`config.mk`:
```
export PLATFORM = sky130hd
export DESIGN_NAME = hdmi_pix_rd_flat
export DESIGN_NICKNAME = d
export VERILOG_FILES = /design/src/rtl/video_pkg.sv /design/src/rtl/hdmi_pix_rd_if.sv /design/src/rtl/vid_timing_gen.sv /design/src/rtl/hdmi_pix_rd.sv /design/src/flat_wrapper.sv
export SDC_FILE = /design/constraint.sdc
export NUM_CORES = 1
export LEC_CHECK = 0
export ABC_AREA = 1
export CORE_MARGIN = 5
export CORE_UTILIZATION = 50
export DETAILED_ROUTE_END_ITERATION = 8
export PLACE_DENSITY = 0.91
export SLEW_MARGIN = 15
export SYNTH_ARGS = -nofsm -noshare
export SYNTH_HDL_FRONTEND = slang
export SYNTH_HIERARCHICAL = 1
export SYNTH_SLANG_ARGS = --single-unit
```
`constraint.sdc`:
```
create_clock -name clk -period 1.44 [get_ports clk]
set_input_delay 0.288 -clock clk [delete_from_list [all_inputs] [get_ports clk]]
set_output_delay 0.288 -clock clk [all_outputs]
set_load 0.1 [all_outputs]
```
`src/rtl/video_pkg.sv`:
```
// video_pkg: types and constants shared by the HDMI pixel reader.
//   pix_state_e   - reader FSM states (IDLE, WAIT_FILL, RUN)
//   rgb565_t      - packed RGB565 word as delivered by the prefetch FIFO
//   rgb888_t      - packed RGB888 word as driven to the video output
//   rgb565_to_888 - channel expansion by MSB replication
package video_pkg;

  localparam int R5_W     = 5;
  localparam int G6_W     = 6;
  localparam int B5_W     = 5;
  localparam int C8_W     = 8;
  localparam int RGB565_W = R5_W + G6_W + B5_W;
  localparam int RGB888_W = 3 * C8_W;

  typedef enum logic [1:0] {
    ST_IDLE      = 2'd0,
    ST_WAIT_FILL = 2'd1,
    ST_RUN       = 2'd2
  } pix_state_e;

  typedef struct packed {
    logic [R5_W-1:0] r;
    logic [G6_W-1:0] g;
    logic [B5_W-1:0] b;
  } rgb565_t;

  typedef struct packed {
    logic [C8_W-1:0] r;
    logic [C8_W-1:0] g;
    logic [C8_W-1:0] b;
  } rgb888_t;

  // Replicating the top bits into the new LSBs maps full-scale to full-scale
  // (5'h1F -> 8'hFF) and zero to zero.
  function automatic rgb888_t rgb565_to_888(input rgb565_t p);
    rgb888_t o;
    o.r = {p.r, p.r[4:2]};
    o.g = {p.g, p.g[5:4]};
    o.b = {p.b, p.b[4:2]};
    return o;
  endfunction

endpackage

```
`src/rtl/hdmi_pix_rd_if.sv`:
```
// hdmi_pix_rd_if: prefetch-FIFO read port plus video output bundle.
//   fifo_rd_en   - pop strobe (reader -> FIFO)
//   fifo_rd_vld  - FIFO holds a valid word (FIFO -> reader)
//   fifo_rd_data - RGB565 word at the FIFO head (FIFO -> reader)
//   hs_out, vs_out, de_out, rgb_out - registered video timing and pixel
// master: the pixel reader; slave: FIFO / video sink side.
interface hdmi_pix_rd_if;
  import video_pkg::*;

  logic                fifo_rd_en;
  logic                fifo_rd_vld;
  logic [RGB565_W-1:0] fifo_rd_data;
  logic                hs_out;
  logic                vs_out;
  logic                de_out;
  logic [RGB888_W-1:0] rgb_out;

  modport master (
    output fifo_rd_en,
    input  fifo_rd_vld,
    input  fifo_rd_data,
    output hs_out,
    output vs_out,
    output de_out,
    output rgb_out
  );

  modport slave (
    input  fifo_rd_en,
    output fifo_rd_vld,
    output fifo_rd_data,
    input  hs_out,
    input  vs_out,
    input  de_out,
    input  rgb_out
  );

endinterface

```
`src/rtl/vid_timing_gen.sv`:
```
// vid_timing_gen: horizontal/vertical raster counters and decoded timing.
//   clk, rst     - pixel clock, synchronous active-high reset
//   run          - count enable; while low both counters are held at 0
//   active       - current position is inside the visible area
//   hs, vs       - sync windows (unregistered, positive polarity)
//   vblank_start - first clock of the vertical blank (h=0, v=V_ACTIVE)
//   frame_end    - last clock of the frame (h=H_TOTAL-1, v=V_TOTAL-1)
// Each line/frame is laid out as active, front porch, sync, back porch.
module vid_timing_gen #(
  parameter int H_ACTIVE = 1280,
  parameter int H_FP     = 110,
  parameter int H_SYNC   = 40,
  parameter int H_BP     = 220,
  parameter int V_ACTIVE = 720,
  parameter int V_FP     = 5,
  parameter int V_SYNC   = 5,
  parameter int V_BP     = 20
) (
  input  logic clk,
  input  logic rst,
  input  logic run,
  output logic active,
  output logic hs,
  output logic vs,
  output logic vblank_start,
  output logic frame_end
);

  localparam int H_TOTAL = H_ACTIVE + H_FP + H_SYNC + H_BP;
  localparam int V_TOTAL = V_ACTIVE + V_FP + V_SYNC + V_BP;
  localparam int HW      = $clog2(H_TOTAL);
  localparam int VW      = $clog2(V_TOTAL);

  logic [HW-1:0] h_cnt_reg;
  logic [VW-1:0] v_cnt_reg;
  logic          h_last;
  logic          v_last;

  assign h_last = (int'(h_cnt_reg) == H_TOTAL - 1);
  assign v_last = (int'(v_cnt_reg) == V_TOTAL - 1);

  always_ff @(posedge clk) begin
    if (rst || !run) begin
      h_cnt_reg <= '0;
      v_cnt_reg <= '0;
    end else if (h_last) begin
      h_cnt_reg <= '0;
      v_cnt_reg <= v_last ? '0 : v_cnt_reg + 1'b1;
    end else begin
      h_cnt_reg <= h_cnt_reg + 1'b1;
    end
  end

  always_comb begin
    active       = (int'(h_cnt_reg) < H_ACTIVE) && (int'(v_cnt_reg) < V_ACTIVE);
    hs           = (int'(h_cnt_reg) >= H_ACTIVE + H_FP) &&
                   (int'(h_cnt_reg) <  H_ACTIVE + H_FP + H_SYNC);
    vs           = (int'(v_cnt_reg) >= V_ACTIVE + V_FP) &&
                   (int'(v_cnt_reg) <  V_ACTIVE + V_FP + V_SYNC);
    vblank_start = (h_cnt_reg == '0) && (int'(v_cnt_reg) == V_ACTIVE);
    frame_end    = h_last && v_last;
  end

endmodule

```
`src/rtl/hdmi_pix_rd.sv`:
```
// hdmi_pix_rd: pulls RGB565 pixels from a prefetch FIFO and emits a
// registered RGB888 video stream with positive-polarity HS/VS/DE.
//   clk, rst      - pixel clock, synchronous active-high reset
//   en            - run request; dropping it lets the current frame finish
//   clr_underflow - clears the sticky underflow flag (a new miss wins)
//   frame_req     - one-cycle request to the DDR reader to fetch a frame
//   underflow     - sticky: an active pixel found the FIFO empty
//   vif           - FIFO read port and video outputs (master side)
// The FIFO pop is combinational; all video outputs and frame_req are
// registered one cycle after the counter state they describe.
module hdmi_pix_rd
  import video_pkg::*;
#(
  parameter int H_ACTIVE = 1280,
  parameter int H_FP     = 110,
  parameter int H_SYNC   = 40,
  parameter int H_BP     = 220,
  parameter int V_ACTIVE = 720,
  parameter int V_FP     = 5,
  parameter int V_SYNC   = 5,
  parameter int V_BP     = 20
) (
  input  logic clk,
  input  logic rst,
  input  logic en,
  input  logic clr_underflow,
  output logic frame_req,
  output logic underflow,
  hdmi_pix_rd_if.master vif
);

  pix_state_e          state_reg;
  pix_state_e          state_next;
  logic                frame_req_reg;
  logic                frame_req_next;
  logic                de_reg;
  logic                hs_reg;
  logic                vs_reg;
  logic [RGB888_W-1:0] rgb_reg;
  logic                underflow_reg;

  logic run;
  logic active;
  logic hs;
  logic vs;
  logic vblank_start;
  logic frame_end;
  logic pix_pop;
  logic pix_miss;

  assign run = (state_reg == ST_RUN);

  vid_timing_gen #(
    .H_ACTIVE (H_ACTIVE),
    .H_FP     (H_FP),
    .H_SYNC   (H_SYNC),
    .H_BP     (H_BP),
    .V_ACTIVE (V_ACTIVE),
    .V_FP     (V_FP),
    .V_SYNC   (V_SYNC),
    .V_BP     (V_BP)
  ) u_timing (
    .clk          (clk),
    .rst          (rst),
    .run          (run),
    .active       (active),
    .hs           (hs),
    .vs           (vs),
    .vblank_start (vblank_start),
    .frame_end    (frame_end)
  );

  // Counters sit at 0 outside RUN, so the decoded flags must be gated.
  assign pix_pop  = run && active && vif.fifo_rd_vld;
  assign pix_miss = run && active && !vif.fifo_rd_vld;

  always_comb begin
    state_next     = state_reg;
    frame_req_next = 1'b0;
    case (state_reg)
      ST_IDLE: begin
        if (en) begin
          state_next     = ST_WAIT_FILL;
          frame_req_next = 1'b1;
        end
      end
      ST_WAIT_FILL: begin
        if (!en) begin
          state_next = ST_IDLE;
        end else if (vif.fifo_rd_vld) begin
          state_next = ST_RUN;
        end
      end
      ST_RUN: begin
        // Prefetch for the next frame is only requested while still enabled.
        if (vblank_start && en) begin
          frame_req_next = 1'b1;
        end
        if (frame_end && !en) begin
          state_next = ST_IDLE;
        end
      end
      default: begin
        state_next = ST_IDLE;
      end
    endcase
  end

  always_ff @(posedge clk) begin
    if (rst) begin
      state_reg     <= ST_IDLE;
      frame_req_reg <= 1'b0;
      de_reg        <= 1'b0;
      hs_reg        <= 1'b0;
      vs_reg        <= 1'b0;
      rgb_reg       <= '0;
      underflow_reg <= 1'b0;
    end else begin
      state_reg     <= state_next;
      frame_req_reg <= frame_req_next;
      // A missed pixel still shows as active, just black.
      de_reg        <= run && active;
      hs_reg        <= run && hs;
      vs_reg        <= run && vs;
      rgb_reg       <= pix_pop ? RGB888_W'(rgb565_to_888(rgb565_t'(vif.fifo_rd_data))) : '0;
      if (pix_miss) begin
        underflow_reg <= 1'b1;
      end else if (clr_underflow) begin
        underflow_reg <= 1'b0;
      end
    end
  end

  assign vif.fifo_rd_en = pix_pop;
  assign vif.hs_out     = hs_reg;
  assign vif.vs_out     = vs_reg;
  assign vif.de_out     = de_reg;
  assign vif.rgb_out    = rgb_reg;
  assign frame_req      = frame_req_reg;
  assign underflow      = underflow_reg;

endmodule

```
`src/flat_wrapper.sv`:
```
// flat-port wrapper written by rule: the top's interface ports become plain ports
module hdmi_pix_rd_flat import video_pkg::*;
#(
  parameter int H_ACTIVE = 1280,
  parameter int H_FP     = 110,
  parameter int H_SYNC   = 40,
  parameter int H_BP     = 220,
  parameter int V_ACTIVE = 720,
  parameter int V_FP     = 5,
  parameter int V_SYNC   = 5,
  parameter int V_BP     = 20
)
  (clk, rst, en, clr_underflow, frame_req, underflow, vif_fifo_rd_en, vif_fifo_rd_vld, vif_fifo_rd_data, vif_hs_out, vif_vs_out, vif_de_out, vif_rgb_out);
  hdmi_pix_rd_if vif_i ();
  input  logic clk;
  input  logic rst;
  input  logic en;
  input  logic clr_underflow;
  output logic frame_req;
  output logic underflow;
  output wire logic [$bits(vif_i.fifo_rd_en)-1:0] vif_fifo_rd_en;
  input wire logic [$bits(vif_i.fifo_rd_vld)-1:0] vif_fifo_rd_vld;
  input wire logic [$bits(vif_i.fifo_rd_data)-1:0] vif_fifo_rd_data;
  output wire logic [$bits(vif_i.hs_out)-1:0] vif_hs_out;
  output wire logic [$bits(vif_i.vs_out)-1:0] vif_vs_out;
  output wire logic [$bits(vif_i.de_out)-1:0] vif_de_out;
  output wire logic [$bits(vif_i.rgb_out)-1:0] vif_rgb_out;
  assign vif_fifo_rd_en = vif_i.fifo_rd_en;
  assign vif_i.fifo_rd_vld = vif_fifo_rd_vld;
  assign vif_i.fifo_rd_data = vif_fifo_rd_data;
  assign vif_hs_out = vif_i.hs_out;
  assign vif_vs_out = vif_i.vs_out;
  assign vif_de_out = vif_i.de_out;
  assign vif_rgb_out = vif_i.rgb_out;
  hdmi_pix_rd #(.H_ACTIVE(H_ACTIVE), .H_FP(H_FP), .H_SYNC(H_SYNC), .H_BP(H_BP), .V_ACTIVE(V_ACTIVE), .V_FP(V_FP), .V_SYNC(V_SYNC), .V_BP(V_BP)) u_core (.clk(clk), .rst(rst), .en(en), .clr_underflow(clr_underflow), .frame_req(frame_req), .underflow(underflow), .vif(vif_i));
endmodule
```
Word-level counts from Yosys, hierarchy flattened
Index checks and enable logic that the tools add are counted.
{"block": "word_totals", "inputBits": 21, "register_bits": 52, "output_inout_bits": 30, "word_cells": 59}
{"block": "classes", "n_eq_ne": 8, "add_sub_neg": 2, "bitwise": 1, "n_reduce_logical": 22, "n_mux": 11, "n_lt_le_gt_ge": 6}
{"op": "11-bit less-than comparator, second input constant", "n": 2}
{"op": "10-bit == test, second input constant", "n": 2}
{"op": "10-bit less-than comparator, second input constant", "n": 2}
{"op": "1-bit logical AND", "n": 12}
{"op": "11-bit by 1-bit adder with 11-bit output, second input constant", "n": 1}
{"op": "11-bit by 10-bit == test with 1-bit output, second input constant", "n": 1}
{"op": "11-bit greater-or-equal comparator, second input constant", "n": 1}
{"op": "11-bit logical NOT", "n": 1}
{"op": "10-bit by 1-bit adder with 10-bit output, second input constant", "n": 1}
{"op": "10-bit greater-or-equal comparator, second input constant", "n": 1}
{"op": "10-bit two-way mux", "n": 1}
{"op": "2-bit two-way mux", "n": 4}
{"op": "2-bit case mux with 3 select lines", "n": 1}
{"op": "1-bit two-way mux", "n": 4}
{"op": "2-bit != test, second input constant", "n": 2}
{"op": "2-bit OR reduction", "n": 2}
{"op": "1-bit logical NOT", "n": 3}
{"op": "3-bit != test, second input constant", "n": 1}
{"op": "3-bit AND reduction", "n": 1}
{"op": "2-bit by 1-bit == test with 1-bit output, second input constant", "n": 1}
{"op": "2-bit == test, second input constant", "n": 1}
{"op": "2-bit logical NOT", "n": 1}
{"op": "1-bit case mux with 2 select lines", "n": 1}
{"op": "2-bit nonzero test", "n": 1}
{"op": "other kinds (2)", "n": 2}

Depth between registers and ports, before layout
Gate-level depths: netlist of run 1.
{"block": "depth", "depth_word": 6, "ltp_mapped": 9, "mapped_depth_nobuf": 9}

Modules after synthesis
The synthesis of run 1 kept the hierarchy.
{"mod": "vid_timing_gen", "n_inst": 1, "area_each_um2": 1371.3, "cells_each": 213, "seq_area_each_um2": 420.4}
{"mod": "hdmi_pix_rd", "n_inst": 1, "area_each_um2": 830.8, "cells_each": 91, "seq_area_each_um2": 460.4}

Least setup slack after synthesis of run 1
No wires, ideal clock.
{"block": "synth_timing", "path_type": "reg-to-output", "from": "register u_core.u_timing.h_cnt_reg[9]", "to": "output vif_fifo_rd_en", "n_path_buf": 0, "stages_incl_launch_ff": 6, "slack_ps": -1019, "t_required_ps": 1152, "t_arrival_ps": 2171, "path_cell_list": "dfxtp_1 nor2_1 o21ai_0 a21oi_1 nand2_1 nor2_1"}
{"block": "synth_via", "elab_chain_cells": 4}
{"element": "from (decl)", "line": "vid_timing_gen.sv:34", "source": "logic [HW-1:0] h_cnt_reg;"}
{"element": "from (signal assigned)", "line": "vid_timing_gen.sv:50", "source": "h_cnt_reg <= h_cnt_reg + 1'b1;"}
{"element": "11-bit less-than comparator", "line": "vid_timing_gen.sv:55", "source": "active = (int'(h_cnt_reg) < H_ACTIVE) && (int'(v_cnt_reg) < V_ACTIVE);"}
{"element": "1-bit logical AND", "line": "vid_timing_gen.sv:55"}
{"element": "via u_core.active", "line": "hdmi_pix_rd.sv:43", "source": "logic active;"}
{"element": "1-bit logical AND (2 in series)", "line": "hdmi_pix_rd.sv:74", "source": "assign pix_pop = run && active && vif.fifo_rd_vld;"}
{"element": "to (decl)", "line": "flat_wrapper.sv:21", "source": "output wire logic [$bits(vif_i.fifo_rd_en)-1:0] vif_fifo_rd_en;"}
The timed path passes the listed nets, and every way through them passes these cells.

Worst setup path in the final report of run 1
Same ends and word-level chain as after synthesis.

==> flow_metrics.py, run 1 <==
metrics = {
    "clock_network": {
        "holdBufCountCts": 0,
        "clkLatencyLatePin_ns": 0.32,
        "cts_max_path_buffers": 2,
        "cts_sinks": 44,
        "cts_root_buffer": "clkbuf_8",
        "h-tree-depth": 2,
        "cts_tree": "yes",
        "numCtsBuffers": 5,
        "path_clk_slew_ns": 0.08,
    },
    "run_status": {
        "status": "finished, violations left",
        "violations": "setup timing",
    },
    "cells_and_area": {
        "drive_above_1_share_pct": 50.00,
        "post-route-util_pct": 88.95,
        "num-fill-cells": 149,
        "area_growth_pct": 74.66,
        "num_antenna_cells": 0,
        "design_area_mm2": 0.003846,
        "largest_register_ffs": 16,
        "nNetsFinal": 423,
    },
    "yosys": {
        "async_flop_share_pct": 0,
        "synthTopCellsByCount": "inv_1, nand2_1, nor2_1",
        "yosys_warnings": 6,
        "ys_ff_latch": 44,
        "synth_area_leader_cell": "dfxtp_1",
        "synth-edff-count": 0,
        "yosysTopAreaCellShare_pct": 40.00,
        "ys_types": 26,
        "ys_seq_area_share_pct": 40.00,
        "synth_area_per_cell_um2": 7.244,
        "syn_inst": 304,
        "synth_area_mm2": 0.002202,
        "synth_nets": 332,
        "synthFlopType": "dfxtp_1",
        "synth.most_common_cell": "inv_1",
        "synth_area_leaders": "dfxtp_1, inv_1, nand2_1",
    },
    "critical_path": {
        "arrival_ns": 1.41,
        "start_kind": "register",
        "crit_top_cell": "nor2_4",
        "critPathTopFamily": "simple AND/OR/NAND/NOR gates",
        "path_buf_inv": 1,
        "path_class": "register to output pin",
        "required_ns": 1.15,
        "cp_cell_sequence": "nor2_4, o21ai_2, a21oi_2, nand2_2, nor2_4, buf_12",
        "cp-end-kind": "output pin",
        "crit_path_top_delay_cell": "dfxtp_2",
        "critPathMaxFanout": 2,
        "max_stage_delay_ns": 0.35,
    },
    "floorplanning": {
        "die_area_mm2": 0.005832,
        "die_y_um": 76.37,
        "ios": 51,
        "core_mm2": 0.004324,
        "initial_core_util_pct": 50.93,
        "die_w_um": 76.37,
        "rows": 24,
    },
    "sta": {
        "layout_worst_path_cycle_share_pct": 117.6,
        "worstMarginPinSlew_ns": 0.5478,
        "skew_ns": 0.02689,
        "hold_viol_final": 0,
        "period_minus_slack_ns": 1.693,
        "fin_tns_setup_ns": -3.381,
        "drv_slew": 0,
        "max_freq_mhz": 590.7,
        "rsz0062_at_grt": "true",
        "worst_slack_ns": -0.2530,
        "slew_headroom_pct": 63.09,
        "setup_viol": 27,
    },
    "route": {
        "drt_pass1_iterations": 7,
        "wirelength_um": 10940,
        "vias": 2800,
        "top_layer_used": "met4",
        "ant_nets": 0,
        "drc": 0,
        "wl_per_cell_um": 24.42,
        "via_per_inst": 6.250,
        "m1WireLength_um": 3455,
        "drt_iter0_markers": 485,
        "wl_met2_um": 5139,
        "met3_length_um": 1157,
    },
    "pwr": {
        "leakage_nw": 1.582,
        "p_per_area_mw_per_mm2": 663.7,
        "ir_drop_mv": 0.7565,
        "power_mw": 2.553,
    },
    "worst_hold_path": {
        "hp-class": "register to register",
    },
    "grt": {
        "grt_overflow_total": 0,
        "grt_pass1_wl_um": 13370,
        "grt_pass1_vias": 2596,
        "antenna_found_initial": 0,
        "groute.usage.overall_pct": 29.28,
        "grt_max_degree": 14,
    },
    "job": {
        "drv_cap": 0,
    },
    "placement": {
        "gp_congestion": 0.9143,
        "placed_cell_area_mm2": 0.003201,
        "place.port_buffers": 50,
        "hpwl_um": 5212,
    },
}
==> worst reg2reg max path, delay by kind of cell, from the launching register on <==
family / cells / cell delay, ns
compound gates: 1 / 0.25
buf+inv: 2 / 0.28
flops: 1 / 0.38
simple gates: 3 / 0.68
==> stage by stage <==
stage | cells | hold slack, ns | worst slack (ns)
after global routing | 448 | 0.4875 | -0.3161
after floorplan | 304 | 0.3571 | -0.2030
after CTS | 434 | 0.4621 | -0.2090
final | 448 | 0.4738 | -0.2530
after global placement | 419 | 0.4509 | -0.0009083
after detailed placement | 419 | 0.4778 | -0.09163
==> layout by cell type, fill, tap and decap left out, types with 2 or more instances in the layout <==
cell type | netlist | layout
a21oi_1 | 9 | 6
a21oi_2 | 0 | 2
buf_12 | 0 | 30
buf_4 | 9 | 35
buf_6 | 1 | 9
clkbuf_8 | 0 | 7
clkdlybuf4s50_1 | 0 | 20
dfxtp_1 | 44 | 18
dfxtp_2 | 0 | 22
dfxtp_4 | 0 | 4
ha_1 | 7 | 4
ha_4 | 0 | 2
inv_1 | 58 | 45
inv_2 | 2 | 12
inv_4 | 0 | 2
nand2_1 | 50 | 38
nand2_2 | 3 | 12
nand2_4 | 0 | 3
nand3_1 | 13 | 11
nand3_2 | 2 | 3
nand4_1 | 11 | 11
nor2_1 | 50 | 32
nor2_2 | 13 | 18
nor2_4 | 7 | 20
nor3_1 | 3 | 2
nor4_4 | 0 | 2
o21ai_0 | 6 | 3
o21ai_2 | 0 | 4
xor2_1 | 5 | 4
==> logic make-up after synthesis <==
group,after synthesis,share of synthesized area (%)
xor gates and xnor gates,6,2.386
DFF,44,40.00
adders and majority gates,7,3.977
AOI/OAI and AO/OA,18,4.091
buffers and inverters,71,14.03
and+or+nand+nor,158,35.51
==> final timing paths <==
| path | startpoint | end | cells past startpoint | slack [ns] |
|---|---|---|---|---|
| min reg2reg | u_core/u_timing/h_cnt_reg[0] | u_core/u_timing/h_cnt_reg[0] | 1 | 0.47 |
| max reg2reg | u_core/u_timing/h_cnt_reg[9] | u_core/u_timing/v_cnt_reg[0] | 6 | -0.25 |
| max | u_core/u_timing/h_cnt_reg[9] | vif_fifo_rd_en | 6 | -0.25 |
| min | u_core/u_timing/h_cnt_reg[0] | u_core/u_timing/h_cnt_reg[0] | 1 | 0.47 |
==> routing by layer <==
metal | global-route usage (%) | up-vias
li1 | - | 1098
met1 | 25.75 | 1232
met2 | 55.74 | 323
met3 | 6.383 | 147
met4 | 23.08 | 0
met5 | 0.9091 | -
==> area by class of cell <==
type	count	area [um^2]	area share (%)
multi-input combinational	189	1306	33.96
timing repair buffer	95	1190	30.94
sequential	44	923.4	24.01
inverter	60	235.2	6.116
clock buffer	7	96.34	2.505
tap	52	65.06	1.692
clock inverter	1	30.03	0.7807
==> power breakdown <==
group | leakage (nW) | total (mW) | switching [mW] | internal, mW
combinational | 1.15 | 0.224 | 0.121 | 0.103
sequential | 0.369 | 1.23 | 0.0152 | 1.22
clock | 0.0645 | 1.10 | 0.483 | 0.614
==> what timing repair did <==
action                                  CTS  global route
resized for setup                        42            78
endpoints found under the setup margin   26            40
gates cloned                              1             0
setup buffers                             9            17
pin swaps                                15            32
Power figures use the tool's default switching activity.
==> run 2, diff against run 1 <==
--- a/config.mk
+++ b/config.mk
@@ -7,9 +7,11 @@
 export LEC_CHECK = 0
 export ABC_AREA = 1
 export CORE_MARGIN = 5
-export CORE_UTILIZATION = 50
+export CORE_UTILIZATION = 52
+export CTS_BUF_LIST = sky130_fd_sc_hd__clkbuf_4 sky130_fd_sc_hd__clkbuf_8
 export DETAILED_ROUTE_END_ITERATION = 8
-export PLACE_DENSITY = 0.91
+export PLACE_DENSITY = 0.94
+export RECOVER_POWER = 25
 export SLEW_MARGIN = 15
 export SYNTH_ARGS = -nofsm -noshare
 export SYNTH_HDL_FRONTEND = slang
==> constraint.sdc (replaced) <==
create_clock -name clk -period 1.93 [get_ports clk]
set_input_delay 0.386 -clock clk [delete_from_list [all_inputs] [get_ports clk]]
set_output_delay 0.386 -clock clk [all_outputs]
set_load 0.1 [all_outputs]
==> flow_metrics.py, run 2 (synthesis results as in run 1) <==
metrics = {
    "route": {
        "drc": 0,
        "wirelength_um": 4805,
        "wl_per_cell_um": 11.92,
        "via_per_inst": 4.849,
        "drt_iter0_markers": 103,
        "drt_pass1_iterations": 4,
        "ant_nets": 0,
        "vias": 1954,
    },
    "sta": {
        "period_minus_slack_ns": 1.878,
        "worstMarginPinSlew_ns": 0.5653,
        "layout_worst_path_cycle_share_pct": 97.28,
        "fin_tns_setup_ns": 0,
        "drv_slew": 0,
        "skew_ns": 0.007983,
        "worst_slack_ns": 0.05249,
        "hold_viol_final": 0,
        "slew_headroom_pct": 62.47,
        "max_freq_mhz": 532.6,
        "setup_viol": 0,
    },
    "cells_and_area": {
        "design_area_mm2": 0.002720,
        "num-fill-cells": 314,
        "largest_register_ffs": 16,
        "final_common_cell": "inv_1",
        "drive_above_1_share_pct": 21.81,
        "num_antenna_cells": 0,
        "final_cell_mix": "inv_1, nand2_1, nor2_1, dfxtp_1, clkdlybuf4s50_1",
        "nNetsFinal": 381,
        "area_growth_pct": 23.52,
    },
    "clock_network": {
        "path_clk_slew_ns": 0.07,
        "cts_tree": "yes",
        "cts_sinks": 44,
        "clkLatencyLatePin_ns": 0.30,
        "cts_root_buffer": "clkbuf_8",
        "h-tree-depth": 2,
        "numCtsBuffers": 5,
        "cts_max_path_buffers": 2,
        "holdBufCountCts": 0,
    },
    "critical_path": {
        "critPathTopFamily": "flip-flops",
        "crit_path_top_delay_cell": "dfxtp_4",
        "path_buf_inv": 1,
        "path_class": "register to output pin",
        "max_stage_delay_ns": 0.38,
        "cp-end-kind": "output pin",
        "arrival_ns": 1.49,
        "crit_top_cell": "nor2_4",
        "start_kind": "register",
        "critPathMaxFanout": 6,
        "cp_cell_sequence": "nor2_4, o21ai_0, a21oi_2, nand2_1, nor2_4, buf_12",
        "required_ns": 1.54,
    },
    "placement": {
        "dp_slack_ns": 0.2133,
        "hpwl_um": 3724,
        "gp_congestion": 0.8793,
        "place.port_buffers": 50,
        "placed_cell_area_mm2": 0.002641,
    },
    "run_status": {
        "status": "finished, final reports clean",
    },
    "grt": {
        "groute.usage.overall_pct": 17.26,
        "grt_pass1_wl_um": 7500,
        "antenna_found_initial": 0,
        "grt_max_degree": 17,
        "grt_pass1_vias": 1802,
        "grt_overflow_total": 0,
    },
    "floorplanning": {
        "initial_core_util_pct": 54.27,
        "ios": 51,
        "die_y_um": 75.08,
        "die_w_um": 75.08,
        "rows": 23,
        "die_area_mm2": 0.005636,
        "core_mm2": 0.004058,
    },
    "job": {
        "drv_cap": 0,
    },
    "worst_hold_path": {
        "hp-class": "register to register",
    },
    "pwr": {
        "power_mw": 1.586,
        "p_per_area_mw_per_mm2": 583.2,
        "leakage_nw": 1.172,
        "ir_drop_mv": 0.3646,
    },
}
## run 2: changes by cell type in the layout (fill, tap and decap cells not counted), moves of 13 or more
cell      before  now
buf_12        30    1
dfxtp_1       18   40
dfxtp_2       22    3
buf_4         35   17
nor2_1        32   48
clkbuf_2       0   15
inv_1         45   58
## run 2: worst paths after layout
path | from | end | slack (ns) | cells past startpoint
worst max register to register | u_core/u_timing/h_cnt_reg[1] | u_core/state_reg[1] | 0.28 | 9
worst min-delay path | u_core/u_timing/h_cnt_reg[0] | u_core/u_timing/h_cnt_reg[0] | 0.48 | 1
worst min register to register | u_core/u_timing/h_cnt_reg[0] | u_core/u_timing/h_cnt_reg[0] | 0.48 | 1
worst max-delay path | u_core/u_timing/h_cnt_reg[9] | vif_fifo_rd_en | 0.05 | 6
## run 2: repair_timing
item	CTS	global route
setup endpoints to repair	0	2
gates resized for setup	0	10
setup buffers	0	1
## run 2: cell type report
type                       instances  area [um^2]  share of cell area (%)
clock buffer                       5        68.82                   2.530
tap                               50        62.56                   2.300
inverter                          60        225.2                   8.280
sequential                        44        888.4                   32.66
clock inverter                     2        12.51                  0.4600
multi-input combinational        189         1040                   38.22
timing repair buffer              53        422.9                   15.55
## run 2: worst reg2reg max path, delay by kind of cell, from the launching register on
| family | cells | cell delay, ns |
|---|---|---|
| AO/OA/AOI/OAI | 1 | 0.07 |
| buffers and inverters | 2 | 0.16 |
| adder cells (fa/ha/maj) | 1 | 0.24 |
| flip-flops | 1 | 0.34 |
| AND/OR/NAND/NOR | 5 | 0.73 |
## run 2: through the flow
step / cells / utilization [%] / hold slack, ns
floorplan: 304 / - / 0.4331
global placement: 395 / 65.09 / 0.4523
detailed placement: 395 / 65.09 / 0.4661
CTS: 402 / 67.10 / 0.4832
global route: 403 / 67.04 / 0.5210
finish: 403 / 67.04 / 0.4779
## run 2: layer usage
layer,routed length (um),up-vias,global-route usage (%)
li1,-,1021,-
met1,1839,882,19.28
met3,191,7,3.605
met5,0,-,0
met2,2697,44,32.21
met4,76,0,5.731
## run 2: report_power, final
| part | leakage (nW) | total (mW) | switching (mW) | internal [mW] |
|---|---|---|---|---|
| clock network | 0.0400 | 0.547 | 0.302 | 0.245 |
| logic | 0.775 | 0.121 | 0.0693 | 0.0519 |
| registers | 0.357 | 0.918 | 0.00601 | 0.912 |
| total | 1.17 | 1.59 | 0.378 | 1.21 |
==> run 3, diff against run 2 <==
--- a/config.mk
+++ b/config.mk
@@ -7,11 +7,12 @@
 export LEC_CHECK = 0
 export ABC_AREA = 1
 export CORE_MARGIN = 5
-export CORE_UTILIZATION = 52
+export CORE_UTILIZATION = 40
 export CTS_BUF_LIST = sky130_fd_sc_hd__clkbuf_4 sky130_fd_sc_hd__clkbuf_8
 export DETAILED_ROUTE_END_ITERATION = 8
-export PLACE_DENSITY = 0.94
+export PLACE_DENSITY = 0.77
 export RECOVER_POWER = 25
+export SKIP_LAST_GASP = 1
 export SLEW_MARGIN = 15
 export SYNTH_ARGS = -nofsm -noshare
 export SYNTH_HDL_FRONTEND = slang
==> constraint.sdc (replaced) <==
create_clock -name clk -period 1.93 [get_ports clk]
set_input_delay 0.386 -clock clk [delete_from_list [all_inputs] [get_ports clk]]
set_output_delay 0.386 -clock clk [all_outputs]
set_load 0.05 [all_outputs]
==> flow_metrics.py, run 3 (synthesis results as in run 1) <==
metrics = {
    "run_status": {
        "status": "finished, final reports clean",
    },
    "floorplanning": {
        "initial_core_util_pct": 40.49,
        "rows": 27,
        "die_y_um": 84.20,
        "die_area_mm2": 0.007089,
        "ios": 51,
        "die_w_um": 84.20,
        "core_mm2": 0.005439,
    },
    "clock_network": {
        "cts_max_path_buffers": 2,
        "post_cts_buffers": 0,
        "cts_root_buffer": "clkbuf_8",
        "path_clk_slew_ns": 0.08,
        "h-tree-depth": 2,
        "cts_sinks": 44,
        "clkLatencyLatePin_ns": 0.30,
        "numCtsBuffers": 5,
        "cts_tree": "yes",
    },
    "cells_and_area": {
        "nNetsFinal": 380,
        "num-fill-cells": 497,
        "final_cell_mix": "inv_1, nand2_1, nor2_1, clkdlybuf4s50_1, dfxtp_1",
        "design_area_mm2": 0.002854,
        "final_common_cell": "inv_1",
        "num_antenna_cells": 0,
        "largest_register_ffs": 16,
        "drive_above_1_share_pct": 13.03,
        "area_growth_pct": 29.60,
    },
    "route": {
        "drt_pass1_iterations": 4,
        "wl_per_cell_um": 11.64,
        "ant_nets": 0,
        "drc": 0,
        "vias": 1929,
        "via_per_inst": 4.539,
        "drt_iter0_markers": 81,
        "wirelength_um": 4949,
    },
    "pwr": {
        "p_per_area_mw_per_mm2": 606.1,
        "ir_drop_mv": 0.4532,
        "leakage_nw": 1.133,
    },
    "grt": {
        "grt_overflow_total": 0,
        "antenna_found_initial": 0,
        "grt_max_degree": 17,
        "grt_pass1_wl_um": 8342,
        "groute.usage.overall_pct": 14.46,
        "grt_pass1_vias": 1891,
    },
    "critical_path": {
        "required_ns": 1.54,
        "r2r_slack_ns": 0.18,
        "rr_startpoint": "u_core/u_timing/h_cnt_reg[10]",
        "start_kind": "register",
        "critPathTopFamily": "buffers and inverters",
        "arrival_ns": 1.48,
        "startpoint": "u_core/vif.rgb_out[14]",
        "cp-end-kind": "output pin",
        "max_stage_delay_ns": 0.81,
        "path_class": "register to output pin",
        "path_buf_inv": 1,
        "crit_path_top_delay_cell": "clkdlybuf4s50_1",
        "r2r-end": "u_core/vif.rgb_out[14]",
        "critPathMaxFanout": 2,
        "cp_cell_sequence": "clkdlybuf4s50_1",
        "r2r_cells": 6,
    },
    "sta": {
        "slew_headroom_pct": 59.01,
        "skew_ns": 0.007589,
        "rsz0062_at_grt": "false",
        "period_minus_slack_ns": 1.861,
        "max_freq_mhz": 537.2,
        "worstMarginPinSlew_ns": 0.6175,
        "layout_worst_path_cycle_share_pct": 96.45,
        "drv_slew": 0,
        "fin_tns_setup_ns": 0,
        "setup_viol": 0,
        "hold_viol_final": 0,
    },
    "job": {
        "drv_cap": 0,
    },
    "placement": {
        "gp_congestion": 0.8344,
        "place.port_buffers": 50,
        "hpwl_um": 3761,
        "placed_cell_area_mm2": 0.002734,
    },
    "worst_hold_path": {
        "whs_path_depth": 1,
        "holdPathEnd": "u_core/u_timing/h_cnt_reg[0]",
        "hp-class": "register to register",
        "min-delay-start": "u_core/u_timing/h_cnt_reg[0]",
    },
}
-- run 3: changes by cell type in the layout (fill, tap and decap cells not counted), moves of 2 or more --
| cell | change |
|---|---|
| clkbuf_4 | +2 |
| clkdlybuf4s50_1 | +28 |
| clkbuf_2 | -15 |
| buf_4 | -16 |
-- run 3: worst max path at each step --
stage | to | slack, ns | depth (start not counted)
finish | vif_rgb_out[14] | 0.07 | 1
global route | vif_fifo_rd_en | 0.01 | 6
CTS | vif_fifo_rd_en | 0.03 | 6
detailed placement | u_core/u_timing/h_cnt_reg[6] | 0.13 | 4
global placement | u_core/u_timing/h_cnt_reg[6] | 0.23 | 4
floorplan | vif_fifo_rd_en | 0.19 | 5
-- run 3: where the power goes --
| part | switching, mW | internal (mW) | leakage [nW] |
|---|---|---|---|
| sequential | 0.00564 | 0.913 | 0.356 |
| clock | 0.309 | 0.398 | 0.0586 |
| combinational | 0.0504 | 0.0540 | 0.718 |
| total | 0.365 | 1.37 | 1.13 |
-- run 3: metal layers --
layer  track usage [%]  routed length, um
met2             26.04               2635
met5                 0                  0
met3             4.024                168
met4             5.117                 81
met1             16.23               2062
-- run 3: timing repair --
action,CTS,global route
resized for setup,0,8
endpoints found under the setup margin,0,1
hold buffers,0,0
-- run 3: final cells by class --
cell class	count	area, um^2	area share (%)
clock buffers	6	76.32	2.674
clock inverters	2	35.03	1.228
inverters	60	225.2	7.891
multi-input cells	189	1023	35.86
flip-flops and latches	44	884.6	31.00
well taps	72	90.09	3.157
repair buffers	52	519.2	18.19
-- run 3: worst reg2reg max path, cell delays in order, from the launching register on --
cell and delay, ns:
dfxtp_1 0.37, inv_1 0.12, o21ai_0 0.12, a21oi_2 0.17, clkbuf_4 0.17, nand4_2 0.48
nor2_2 0.26
-- run 3: per-stage QoR --
stage                     hold slack [ns]  std cells  total power, mW  setup slack, ns  utilization, %
after CTS                          0.4813        425            1.744          0.03197           52.31
after detailed placement           0.4645        417            1.045           0.1307           50.26
final                              0.4759        425            1.730          0.06854           52.47
after floorplan                    0.4331        304           0.9858           0.1920               -
after global placement             0.4532        417            1.043           0.2304           50.26
after global routing               0.5425        425            1.788          0.01235           52.47
